[src/rtl/ring_ilk_pkg.sv]
// rtl/ring_ilk_pkg.sv - shared types and cyclic run check for the ring interlock
package ring_ilk_pkg;

    typedef enum logic [2:0] {
        OPEN,
        CLOSING,
        CLOSED,
        OPENING,
        FAULT
    } ch_state_t;

    localparam int RING_MAX = 64;

    // True when some window of `limit` cyclically adjacent positions in the n-bit ring is all ones.
    function automatic logic run_violation(input logic [RING_MAX-1:0] mask,
                                           input int n, input int limit);
        logic v;
        logic all_set;
        int   p;
        v = 1'b0;
        for (int s = 0; s < RING_MAX; s++) begin
            if (s < n) begin
                all_set = 1'b1;
                for (int j = 0; j < RING_MAX; j++) begin
                    if (j < limit) begin
                        p = s + j;
                        if (p >= n) p = p - n;
                        if (!mask[p]) all_set = 1'b0;
                    end
                end
                if (all_set) v = 1'b1;
            end
        end
        return v;
    endfunction

endpackage

[src/rtl/ilk_channel_fsm.sv]
// rtl/ilk_channel_fsm.sv - per-contactor sequencing FSM with feedback timeout
// Fault exit behaviour selected by RING_ILK_STICKY_FAULT_EN.
module ilk_channel_fsm
    import ring_ilk_pkg::*;
#(
    parameter int FB_TIMEOUT = 16
) (
    input  logic i_clk,
    input  logic i_rst_n,
    input  logic i_grant,
    input  logic i_req,
    input  logic i_fb,
    input  logic i_fault_clr,
    output logic o_open,
    output logic o_busy,
    output logic o_cmd,
    output logic o_fault
);

    localparam int TW = $clog2(FB_TIMEOUT + 1);
    localparam logic [TW-1:0] TIMER_LOAD = TW'(FB_TIMEOUT);

    ch_state_t r_state, w_state_nxt;
    logic [TW-1:0] r_timer, w_timer_nxt;

    always_ff @(posedge i_clk or negedge i_rst_n) begin
        if (!i_rst_n) begin
            r_state <= OPEN;
            r_timer <= '0;
        end else begin
            r_state <= w_state_nxt;
            r_timer <= w_timer_nxt;
        end
    end

`ifndef RING_ILK_STICKY_FAULT_EN
    logic w_unused_fault_clr;
    assign w_unused_fault_clr = i_fault_clr;
`endif

    // Feedback is always examined before the timer so a late-but-in-time edge wins.
    always_comb begin
        w_state_nxt = r_state;
        w_timer_nxt = r_timer;
        case (r_state)
            OPEN: begin
                if (i_fb) begin
                    w_state_nxt = FAULT;
                end else if (i_grant) begin
                    w_state_nxt = CLOSING;
                    w_timer_nxt = TIMER_LOAD;
                end
            end
            CLOSING: begin
                if (i_fb) begin
                    w_state_nxt = CLOSED;
                end else if (!i_req) begin
                    w_state_nxt = OPENING;
                    w_timer_nxt = TIMER_LOAD;
                end else if (r_timer <= TW'(1)) begin
                    w_state_nxt = FAULT;
                    w_timer_nxt = '0;
                end else begin
                    w_timer_nxt = r_timer - TW'(1);
                end
            end
            CLOSED: begin
                if (!i_req) begin
                    w_state_nxt = OPENING;
                    w_timer_nxt = TIMER_LOAD;
                end else if (!i_fb) begin
                    w_state_nxt = FAULT;
                end
            end
            OPENING: begin
                if (!i_fb) begin
                    w_state_nxt = OPEN;
                end else if (r_timer <= TW'(1)) begin
                    w_state_nxt = FAULT;
                    w_timer_nxt = '0;
                end else begin
                    w_timer_nxt = r_timer - TW'(1);
                end
            end
            FAULT: begin
`ifdef RING_ILK_STICKY_FAULT_EN
                if (i_fault_clr && !i_fb) w_state_nxt = OPEN;
`else
                if (!i_fb && !i_req) w_state_nxt = OPEN;
`endif
            end
            default: w_state_nxt = OPEN;
        endcase
    end

    assign o_open  = (r_state == OPEN);
    assign o_busy  = (r_state == CLOSING) || (r_state == OPENING);
    assign o_cmd   = (r_state == CLOSING) || (r_state == CLOSED);
    assign o_fault = (r_state == FAULT);

endmodule

[src/rtl/ring_interlock_ctrl.sv]
// rtl/ring_interlock_ctrl.sv - ring contactor interlock: ring rule, round-robin grant, channel FSMs
// Optional sticky fault handling via RING_ILK_STICKY_FAULT_EN.
module ring_interlock_ctrl
    import ring_ilk_pkg::*;
#(
    parameter int N_CH       = 8,
    parameter int RUN_LIMIT  = 3,
    parameter int FB_TIMEOUT = 16
) (
    input  logic            i_clk,
    input  logic            i_rst_n,
    input  logic [N_CH-1:0] i_req,
    input  logic [N_CH-1:0] i_fb,
    input  logic            i_fault_clr,
    output logic [N_CH-1:0] o_cmd,
    output logic [N_CH-1:0] o_fault,
    output logic [N_CH-1:0] o_blocked,
    output logic            o_busy
);

    localparam int PW = $clog2(N_CH);

    logic [N_CH-1:0]     w_occ, w_permit, w_cand, w_grant, w_open, w_busy_ch;
    logic [RING_MAX-1:0] w_occ_ext;
    logic [PW-1:0]       r_ptr, w_ptr_nxt, w_gidx;
    logic                w_found;
    logic [N_CH-1:0]     r_blocked;
    int                  w_idx;

    // A welded contact shows up through i_fb even when its coil is off.
    assign w_occ     = o_cmd | i_fb;
    assign w_occ_ext = {{(RING_MAX-N_CH){1'b0}}, w_occ};

    for (genvar k = 0; k < N_CH; k++) begin : g_permit
        assign w_permit[k] = !run_violation(w_occ_ext | (RING_MAX'(1) << k), N_CH, RUN_LIMIT);
    end

    assign w_cand = w_open & i_req & w_permit;

    always_comb begin
        w_grant = '0;
        w_found = 1'b0;
        w_gidx  = r_ptr;
        w_idx   = 0;
        for (int off = 0; off < N_CH; off++) begin
            w_idx = int'(r_ptr) + off;
            if (w_idx >= N_CH) w_idx = w_idx - N_CH;
            if (!w_found && w_cand[w_idx]) begin
                w_found        = 1'b1;
                w_grant[w_idx] = 1'b1;
                w_gidx         = PW'(w_idx);
            end
        end
        w_ptr_nxt = r_ptr;
        if (w_found) w_ptr_nxt = (w_gidx == PW'(N_CH - 1)) ? '0 : w_gidx + PW'(1);
    end

    always_ff @(posedge i_clk or negedge i_rst_n) begin
        if (!i_rst_n) begin
            r_ptr     <= '0;
            r_blocked <= '0;
        end else begin
            r_ptr     <= w_ptr_nxt;
            r_blocked <= w_open & i_req & ~w_permit;
        end
    end

    for (genvar k = 0; k < N_CH; k++) begin : g_ch
        ilk_channel_fsm #(
            .FB_TIMEOUT(FB_TIMEOUT)
        ) u_fsm (
            .i_clk      (i_clk),
            .i_rst_n    (i_rst_n),
            .i_grant    (w_grant[k]),
            .i_req      (i_req[k]),
            .i_fb       (i_fb[k]),
            .i_fault_clr(i_fault_clr),
            .o_open     (w_open[k]),
            .o_busy     (w_busy_ch[k]),
            .o_cmd      (o_cmd[k]),
            .o_fault    (o_fault[k])
        );
    end

    assign o_blocked = r_blocked;
    assign o_busy    = |w_busy_ch;

endmodule

[config.mk]
export PLATFORM = sky130hd
export DESIGN_NAME = ring_interlock_ctrl
export DESIGN_NICKNAME = d
export VERILOG_FILES = /design/src/rtl/ring_ilk_pkg.sv /design/src/rtl/ilk_channel_fsm.sv /design/src/rtl/ring_interlock_ctrl.sv
export SDC_FILE = /design/constraint.sdc
export NUM_CORES = 1
export LEC_CHECK = 0
export ABC_AREA = 0
export CORE_MARGIN = 2
export CORE_UTILIZATION = 50
export DETAILED_ROUTE_END_ITERATION = 7
export GPL_TIMING_DRIVEN = 0
export HOLD_SLACK_MARGIN = 0.06
export PLACE_DENSITY_LB_ADDON = 0.2
export SYNTH_ARGS = -nofsm -noshare
export SYNTH_HDL_FRONTEND = slang
export SYNTH_SLANG_ARGS = --single-unit
export TNS_END_PERCENT = 100
[constraint.sdc]
create_clock -name i_clk -period 4.3 [get_ports i_clk]
set_clock_uncertainty 0.05 [all_clocks]
set_input_delay 0.43 -clock i_clk [delete_from_list [all_inputs] [get_ports i_clk]]
set_output_delay 0.43 -clock i_clk [all_outputs]
set_load 0.005 [all_outputs]
==> results_dict.tcl, run 1 <==
set metrics [dict create \
    outcome "complete, but fails checks" \
    failed_checks "setup timing" \
    netlist_area_sq_mm 0.00746 \
    die_y_um 126 \
    path_clk_slew_ns 0.07 \
    avgRoutedWirePerCell_um 18.3 \
    die_w_um 126 \
    rr_endpoint "r_ptr[0]" \
    whs_ns 0.437 \
    grt_most_used_layer "met2" \
    fin_ws_ns -0.0805 \
    min_period_over_period_pct 102 \
    rows 44 \
    viasPerCell 6.38 \
    grt_max_degree 44 \
    htreeDepth 3 \
    antenna_found_initial 0 \
    ioPinCount 44 \
    synthArstFlopShare_pct 100 \
    place_hpwl_um 16400 \
    r2r_start "g_ch[6].u_fsm.r_state[0]" \
    crit_start "g_ch[6].u_fsm.r_state[0]" \
    tightest_slew_ns 0.789 \
    end_kind "register" \
    relSlewSlack_pct 47.4 \
    die_area_sq_mm 0.0159 \
    initial_core_util_pct 51.3 \
    clock_sinks 75 \
    gp_congestion 1.02 \
    use_met2_pct 43.5 \
    hold_violations 0 \
    reg2reg_depth 19 \
    cp.required_ns 4.54 \
    wirelength_um 23400 \
    ys_types 100 \
    post-route-util_pct 65.0 \
    grt_util_met1_pct 39.4 \
    hold_class "input port to register" \
    globalRouteMet3Util_pct 4.55 \
    grt_pass1_wl_um 37000 \
    synthFlopType "dfrtp_1" \
    startpoint_type "register" \
    tritoncts "built" \
    synth-seq-cells 75 \
    drive_gt1_share_pct 21.3 \
    synth_edf_count 0 \
    clockBufferDepth 2 \
    slew_viol_final 0 \
    core_sq_mm 0.0145 \
    avgSynthCellArea_sq_um 7.54 \
    seq_area_frac_synth_pct 25.2 \
    ff2ff_setup_slack_ns -0.08 \
    drtAntennaViolNets 0 \
    crit_fanout 7 \
    diodes 0 \
    syn_to_final_growth_pct 26.7 \
    worst-setup-path-type "register to register" \
    synth_cells 990 \
    grt-ovfl-total 0 \
    numCtsBuffers 9 \
    fin_crit_ns 4.38 \
    grt_pass1_vias 7357 \
    port_buffers 40 \
    maxCapViolations 0 \
    layout.nets 1132 \
    syn_nets 1036 \
    cts-root-buf "clkbuf_16" \
    drt_iter0_drc 1013 \
    rsz0062_at_grt "yes" \
    clock.fmax_ghz 0.228 \
    crit_arrival_ns 4.62 \
    drc 0 \
    synth_warnings 0 \
    crit_path_end "r_ptr[0]" \
    clk_latency_ns 0.36 \
    setup_viol 4 \
    vias 8133 \
    dr.pass1.iters 7 \
    track_usage_pct 28.5 \
]
==> worst min-delay path by stage <==
stage | from | endpoint | slack, ns | cells past startpoint
after global routing | i_req[1] | o_blocked[1] | 0.49 | 3
after detailed placement | i_rst_n | g_ch[1].u_fsm.r_timer[0] | 0.38 | 1
after floorplan | i_rst_n | g_ch[0].u_fsm.r_state[0] | 0.08 | 0
final | i_req[1] | o_blocked[1] | 0.44 | 3
after global placement | g_ch[1].u_fsm.r_timer[1] | g_ch[1].u_fsm.r_timer[1] | 0.45 | 2
after CTS | i_req[1] | o_blocked[1] | 0.41 | 3
==> routing by layer <==
metal	up-vias	routed length (um)
li1	3870	-
met1	3729	9890
met2	424	10100
met3	110	2150
met4	0	1240
met5	-	0
==> Yosys cell counts (8+ instances only) <==
master	number	share of area, %
nor2_1	112	5.6
nand2_1	90	4.5
dfrtp_1	75	25
o21ai_0	67	4.5
a21oi_1	55	3.7
nand3_1	50	3.4
inv_1	46	2.3
nor3_1	46	3.1
clkbuf_1	39	2.0
ha_1	27	4.5
o21ai_1	27	1.8
buf_4	20	2.0
nor4_1	19	1.6
nand2b_1	17	1.4
o31ai_1	17	1.7
a211oi_1	14	1.4
o211ai_1	14	1.4
nor2b_1	13	1.1
o21a_1	13	1.3
and3_1	11	0.92
a31oi_1	10	0.84
xnor2_1	10	1.2
nand4_1	8	0.67
o221ai_1	8	0.94
o22ai_1	8	0.67
or2_2	8	0.67
==> cell families (layout without fill, tap and decap cells) <==
group / after synthesis / after routing / share of synthesized area [%]
mux: 8 / 8 / 1.12
simple gates: 408 / 408 / 26.7
buf+inv: 117 / 218 / 7.28
compound gates: 341 / 341 / 33.4
xor+xnor: 14 / 14 / 1.84
flops: 75 / 75 / 25.2
fa+ha+maj: 27 / 27 / 4.53
==> metrics by stage <==
step | cell area, sq um | std cells | setup WS [ns] | TNS, ns
3_5_place_dp | 8120 | 1215 | -1.17 | -38.49
6_report | 9450 | 1275 | -0.0805 | -0.156
2_1_floorplan | 7460 | 990 | 0.00169 | 0
5_1_grt | 9450 | 1275 | -0.215 | -1.24
3_3_place_gp | 8090 | 1214 | -1.22 | -47.75
4_1_cts | 9050 | 1251 | -0.0180 | -0.0192
==> cells in the final DEF, fill, tap and decap left out, types with 7 or more instances in the layout <==
cell,instances
or2_2,7
nand2b_1,17
o31a_1,7
nand4_1,8
dfrtp_1,71
clkbuf_16,9
o21ai_0,59
o22ai_1,8
nor2_1,108
o31ai_1,15
inv_1,44
ha_1,24
clkdlybuf4s50_1,35
o21a_1,13
o221ai_1,7
nand2_1,89
o21ba_4,7
and3_1,9
buf_6,9
a31oi_1,7
a211oi_1,12
o21ai_1,29
a21oi_1,48
o21ai_2,7
nor2b_1,13
nand3_1,49
clkbuf_1,25
o211ai_1,14
nor4_1,17
buf_4,69
nor3_1,39
==> worst max-delay path: stages (launching register included) <==
cell      delay (ns)
dfrtp_1         0.40
xnor2_2         0.21
o21ba_4         0.19
buf_8           0.13
a211oi_4        0.10
or4b_4          0.58
o32a_1          0.26
a22o_4          0.28
a221oi_4        0.28
buf_6           0.18
nor3_4          0.06
o21ai_2         0.21
o21ai_2         0.09
or3_1           0.39
a21oi_2         0.14
a21oi_2         0.05
ha_2            0.24
ha_4            0.17
o21a_1          0.16
o21ai_1         0.12
==> area by class of cell <==
cell class	count	area, sq um
Inverter	48	188
Clock inverter	4	72.6
Fill cell	1257	5080
Buffer	61	393
Sequential cell	75	1880
Clock buffer	12	256
Timing Repair Buffer	93	825
Tap cell	184	230
Multi-Input combinational cell	798	5610
==> registers in the layout, summed over array words and instances, names as in the netlist <==
register / count
g_ch.u_fsm.r_state: 24
g_ch.u_fsm.r_timer: 40
o_blocked: 8
r_ptr: 3
==> repair_timing <==
item / CTS / global route
hold buffers: 1 / 0
endpoints found under the setup margin: 58 / 34
gates resized for setup: 94 / 54
endpoints found under the hold margin: 32 / 0
pin swaps: 22 / 33
setup buffers: 27 / 24
Power of run 1 is not shown: default switching activity piles up to over one toggle a cycle in this logic, so the estimate is an artifact.
==> inputs of run 2 (changes only) <==
--- a/config.mk
+++ b/config.mk
@@ -5,7 +5,7 @@
 export SDC_FILE = /design/constraint.sdc
 export NUM_CORES = 1
 export LEC_CHECK = 0
-export ABC_AREA = 0
+export ABC_AREA = 1
 export CORE_MARGIN = 2
 export CORE_UTILIZATION = 50
 export DETAILED_ROUTE_END_ITERATION = 7
==> constraint.sdc (replaced) <==
create_clock -name i_clk -period 4.3 [get_ports i_clk]
set_clock_uncertainty 0.05 [all_clocks]
set_input_delay 1.29 -clock i_clk [delete_from_list [all_inputs] [get_ports i_clk]]
set_output_delay 1.29 -clock i_clk [all_outputs]
set_load 0.005 [all_outputs]
==> run 2 against run 1 <==
Net effect:
- the run now ends clean
- synthesized cell count rose by 14%
- first-iteration DRC count fell by 22%
- non-clock buffer count fell by 62
- synthesized area fell by 1.5%
- critical path type is now input port to register
==> results_dict.tcl, run 2 <==
set metrics [dict create \
    avgSynthCellArea_sq_um 6.49 \
    reg2reg_depth 22 \
    viasPerCell 5.56 \
    slew_viol_final 0 \
    wirelength_um 20400 \
    clockBufferDepth 2 \
    synth-seq-cells 75 \
    synth.most_common_cell "nand2_1" \
    cp.required_ns 4.52 \
    synth_cells 1131 \
    ff2ff_setup_slack_ns 0.23 \
    synth_edf_count 0 \
    fin_crit_ns 4.10 \
    whs_ns 0.425 \
    vias 7736 \
    ys_top_cells_by_count "nand2_1 (273), nor2_1 (149), inv_1 (118), nand3_1 (102), dfrtp_1 (75)" \
    syn_nets 1177 \
    synth_warnings 0 \
    drt_iter0_drc 791 \
    place_ws_ns -0.891 \
    tritoncts "built" \
    grt-ovfl-total 0 \
    clock_sinks 75 \
    crit_fanout 10 \
    cts-root-buf "clkbuf_16" \
    track_usage_pct 25.6 \
    hold_violations 0 \
    outcome "complete, no violations" \
    ioPinCount 44 \
    final_cell_mix "nand2_1 (270), nor2_1 (135), inv_1 (108), nand3_1 (94), dfrtp_1 (75)" \
    die_w_um 125 \
    drive_gt1_share_pct 18.6 \
    final_common_cell "nand2_1" \
    hold_end "g_ch[7].u_fsm.r_timer[1]" \
    layout.nets 1248 \
    maxCapViolations 0 \
    hold_start "g_ch[7].u_fsm.r_timer[1]" \
    synth_top_area_share_pct 25.6 \
    dr.pass1.iters 5 \
    netlist_area_sq_mm 0.00734 \
    seq_area_frac_synth_pct 25.6 \
    htreeDepth 3 \
    ys_types 56 \
    yosys.area.top_type "dfrtp_1" \
    setup_viol 0 \
    diodes 0 \
    fin_ws_ns 0.200 \
    numCtsBuffers 9 \
    core_sq_mm 0.0144 \
    hold_class "register to register" \
    drc 0 \
    largest_reg_flops 40 \
    worst-setup-path-type "input port to register" \
    die_y_um 125 \
    synthArstFlopShare_pct 100 \
    fin_cells 1391 \
    clk_latency_ns 0.35 \
    gp_congestion 0.941 \
    tightest_slew_ns 0.933 \
    avgRoutedWirePerCell_um 14.6 \
    clock.fmax_ghz 0.244 \
    startpoint_type "input port" \
    synth.area.top_cells "dfrtp_1 (26%), nand2_1 (14%), nor2_1 (7.6%)" \
    relSlewSlack_pct 37.4 \
    holdPathStages 2 \
    crit_arrival_ns 4.32 \
    regMostFlops "g_ch.u_fsm.r_timer" \
    die_area_sq_mm 0.0157 \
    initial_core_util_pct 50.9 \
    rr_endpoint "r_ptr[0]" \
    rows 44 \
    grt_pass1_vias 6860 \
    port_buffers 41 \
    r2r_start "r_ptr[0]" \
    placedCellCount 1357 \
    grt_max_degree 44 \
    drtAntennaViolNets 0 \
    grt_pass1_wl_um 33000 \
    syn_to_final_growth_pct 17.8 \
    path_clk_slew_ns 0.06 \
    place_hpwl_um 15000 \
    synthFlopType "dfrtp_1" \
    end_kind "register" \
    min_period_over_period_pct 95.4 \
    antenna_found_initial 0 \
    cts_hold_buf 0 \
]
==> run 2: cell types whose count changed in the layout (fill, tap and decap cells not counted), sizes merged, moves of 19 or more <==
cell	previous run	this run
nand4	8	43
inv	46	145
buf	82	45
clkbuf	44	25
nor2	113	167
o21ai	96	66
nand2	90	293
a21oi	56	27
nand3	52	133
==> run 2: area by class of cell <==
type / instances / area [sq um]
Clock inverter: 5 / 61.3
Tap cell: 184 / 230
Clock buffer: 11 / 243
Fill cell: 1365 / 5770
Buffer: 32 / 244
Sequential cell: 75 / 1880
Timing Repair Buffer: 60 / 543
Multi-Input combinational cell: 877 / 4890
Inverter: 147 / 567
==> run 2: through the flow <==
step | util [%] | TNS, ns | instance area (sq um)
floorplan | - | 0 | 7340
global route | 60.0 | -0.0185 | 8650
finish | 60.0 | 0 | 8650
CTS | 58.3 | 0 | 8420
detailed placement | 55.5 | -19.51 | 8010
global placement | 55.4 | -97.08 | 7990
==> run 2: critical path: stages <==
cell and delay, ns:
clkbuf_4 0.16, inv_2 0.10, nand3_4 0.15, nand3_2 0.14
nand2_1 0.10, nor2_4 0.15, nand4_1 0.19, nand3_2 0.14
nand3_1 0.12, nand2_4 0.14, nand2_2 0.08, buf_6 0.14
o21ai_0 0.15, o22ai_1 0.09, o21ai_0 0.15, a21oi_1 0.08
o22a_1 0.17, ha_1 0.20, ha_1 0.17, or2_1 0.22
inv_1 0.05, nand2_1 0.04, o21ai_1 0.09
==> run 2: worst max path at each step <==
stage | start | end | slack [ns] | cells after the start
global placement | i_rst_n | g_ch[0].u_fsm.r_timer[1] | -1.03 | 1
finish | i_fb[4] | r_ptr[0] | 0.20 | 23
CTS | i_fb[3] | r_ptr[0] | 0.04 | 24
detailed placement | i_fb[7] | r_ptr[0] | -0.89 | 21
floorplan | i_fb[4] | r_ptr[0] | 0.23 | 23
global route | i_fb[4] | r_ptr[0] | -0.02 | 23
==> run 2: timing repair <==
item | in CTS | in global routing
pin swaps | 4 | 7
buffers inserted | 6 | 12
gates cloned | 1 | 0
gates resized for setup | 27 | 70
setup endpoints to repair | 56 | 2
==> run 2: kinds of logic after synthesis <==
logic type      count (synthesis)  share of synthesized area (%)
compound gates                140                           11.1
xor+xnor                       21                           2.50
fa+ha+maj                      27                           4.60
buf+inv                       180                           10.7
flops                          75                           25.6
simple gates                  688                           45.6
==> run 2: routing by layer <==
metal	vias to the layer above	global-route usage, %	wire length (um)
li1	3871	-	-
met5	-	0	0
met1	3539	35.8	9180
met4	0	10.0	516
met3	42	4.36	1420
met2	284	39.6	9260
Power of run 2 is left out for the same reason.
==> inputs of run 3 (changes only) <==
--- a/config.mk
+++ b/config.mk
@@ -12,6 +12,7 @@
 export GPL_TIMING_DRIVEN = 0
 export HOLD_SLACK_MARGIN = 0.06
 export PLACE_DENSITY_LB_ADDON = 0.2
+export SKIP_CTS_REPAIR_TIMING = 1
 export SYNTH_ARGS = -nofsm -noshare
 export SYNTH_HDL_FRONTEND = slang
 export SYNTH_SLANG_ARGS = --single-unit
==> run 3 against run 2 <==
Net effect:
- sequential share of layout area is essentially flat
- critical path type unchanged
- global-route usage shrank 0.52 points
- non-clock buffer count is the same
- first-iteration DRC count shrank 7.7%
- hold slack is essentially flat
- clock-buffer cell count is the same
- utilization is essentially flat
- maximum frequency shrank 0.91%
- register-to-register slack gained 0.04 ns
- flip-flop and latch count is the same
==> results_dict.tcl, run 3 (synthesized netlist as in run 2, its figures left out) <==
set metrics [dict create \
    outcome "complete, no violations" \
    min_period_over_period_pct 96.2 \
    tightest_slew_ns 0.929 \
    die_area_sq_mm 0.0157 \
    diodes 0 \
    fin_area_sq_mm 0.00865 \
    final_common_cell "nand2_1" \
    antenna_found_initial 0 \
    drive_gt1_share_pct 18.1 \
    ff2ff_setup_slack_ns 0.27 \
    hold_violations 0 \
    worst-setup-path-type "input port to register" \
    slew_viol_final 0 \
    r2r_start "r_ptr[0]" \
    die_y_um 125 \
    track_usage_pct 25.1 \
    crit_start "i_req[6]" \
    clk_latency_ns 0.35 \
    postPlaceCellArea_sq_mm 0.00801 \
    ioPinCount 44 \
    drtAntennaViolNets 0 \
    clock.fmax_ghz 0.242 \
    grt-ovfl-total 0 \
    largest_reg_flops 40 \
    dr.pass1.iters 7 \
    drt_iter0_drc 730 \
    grt_max_degree 44 \
    maxCapViolations 0 \
    core_sq_mm 0.0144 \
    layout.nets 1248 \
    fin_crit_ns 4.14 \
    cp.required_ns 4.52 \
    rr_endpoint "r_ptr[0]" \
    nFillCells 1373 \
    hold_start "g_ch[7].u_fsm.r_timer[1]" \
    clock_sinks 75 \
    htreeDepth 3 \
    avgRoutedWirePerCell_um 14.6 \
    viasPerCell 5.58 \
    wirelength_um 20300 \
    clockBufferDepth 2 \
    vias 7768 \
    crit_fanout 10 \
    startpoint_type "input port" \
    relSlewSlack_pct 37.6 \
    tns_ns 0 \
    cts-root-buf "clkbuf_16" \
    numCtsBuffers 9 \
    syn_to_final_growth_pct 17.7 \
    drc 0 \
    fin_cells 1391 \
    path_clk_slew_ns 0.06 \
    tritoncts "built" \
    gp_congestion 0.941 \
    end_kind "register" \
    grt_pass1_vias 6759 \
    place_hpwl_um 15000 \
    setup_viol 0 \
    hold_class "register to register" \
    die_w_um 125 \
    placedCellCount 1357 \
    crit_arrival_ns 4.36 \
    crit_path_end "r_ptr[0]" \
    regMostFlops "g_ch.u_fsm.r_timer" \
    final_cell_mix "nand2_1 (270), nor2_1 (139), inv_1 (108), nand3_1 (94), dfrtp_1 (75)" \
    port_buffers 41 \
    rows 44 \
    initial_core_util_pct 50.9 \
    grt_pass1_wl_um 32500 \
    reg2reg_depth 27 \
]
[run 3: changes by cell type in the layout (fill, tap and decap cells not counted), moves of 3 or more]
cell	delta
inv_2	-4
nor2_2	-4
nor2_1	+4
inv_4	+3
[run 3: cell type report]
| cell class | count | area, sq um | area share, % |
|---|---|---|---|
| buffer | 32 | 244 | 2.82 |
| clock inverter | 5 | 61.3 | 0.709 |
| inverter | 147 | 578 | 6.68 |
| tap | 184 | 230 | 2.66 |
| multi-input combinational | 877 | 4870 | 56.3 |
| timing repair buffer | 60 | 543 | 6.28 |
| sequential | 75 | 1880 | 21.7 |
| clock buffer | 11 | 243 | 2.81 |
[run 3: worst max-delay path: stages]
cell and delay (ns):
clkdlybuf4s50_1 0.58, inv_2 0.09, nor2_4 0.14, nand4_1 0.17, nand3_1 0.16, nand3_1 0.13
nand2_4 0.14, nand2_2 0.08, buf_6 0.15, o21ai_0 0.16, o22ai_1 0.10, o21ai_0 0.15
a21oi_1 0.08, o22a_1 0.17, ha_1 0.20, ha_1 0.17, or2_1 0.22, inv_1 0.05
nand2_1 0.04, o21ai_1 0.08
[run 3: stage by stage]
stage                     utilization [%]  worst slack, ns  hold slack [ns]
after floorplan                         -            0.234            0.392
after global placement               55.4            -1.03            0.410
after detailed placement             55.5           -0.891            0.411
after CTS                            57.6           -0.787            0.427
after global routing                 59.9          -0.0374            0.465
final                                59.9            0.162            0.425
[run 3: worst min-delay path by stage]
| stage | to | slack (ns) | depth (start not counted) |
|---|---|---|---|
| 3_5_place_dp | g_ch[7].u_fsm.r_timer[1] | 0.41 | 2 |
| 5_1_grt | g_ch[7].u_fsm.r_timer[1] | 0.47 | 2 |
| 2_1_floorplan | g_ch[3].u_fsm.r_timer[1] | 0.39 | 2 |
| 6_report | g_ch[7].u_fsm.r_timer[1] | 0.42 | 2 |
| 3_3_place_gp | g_ch[7].u_fsm.r_timer[1] | 0.41 | 2 |
| 4_1_cts | g_ch[7].u_fsm.r_timer[1] | 0.43 | 2 |
[run 3: routing by layer]
metal  track usage, %  part of all wire (%)  vias to the layer above
met2             38.4                    45                      304
met3             4.28                   7.1                       40
met5                0                     0                        -
met4             9.15                   2.8                        0
met1             35.7                    45                     3553
li1                 -                     -                     3871
Power of run 3 is left out for the same reason.
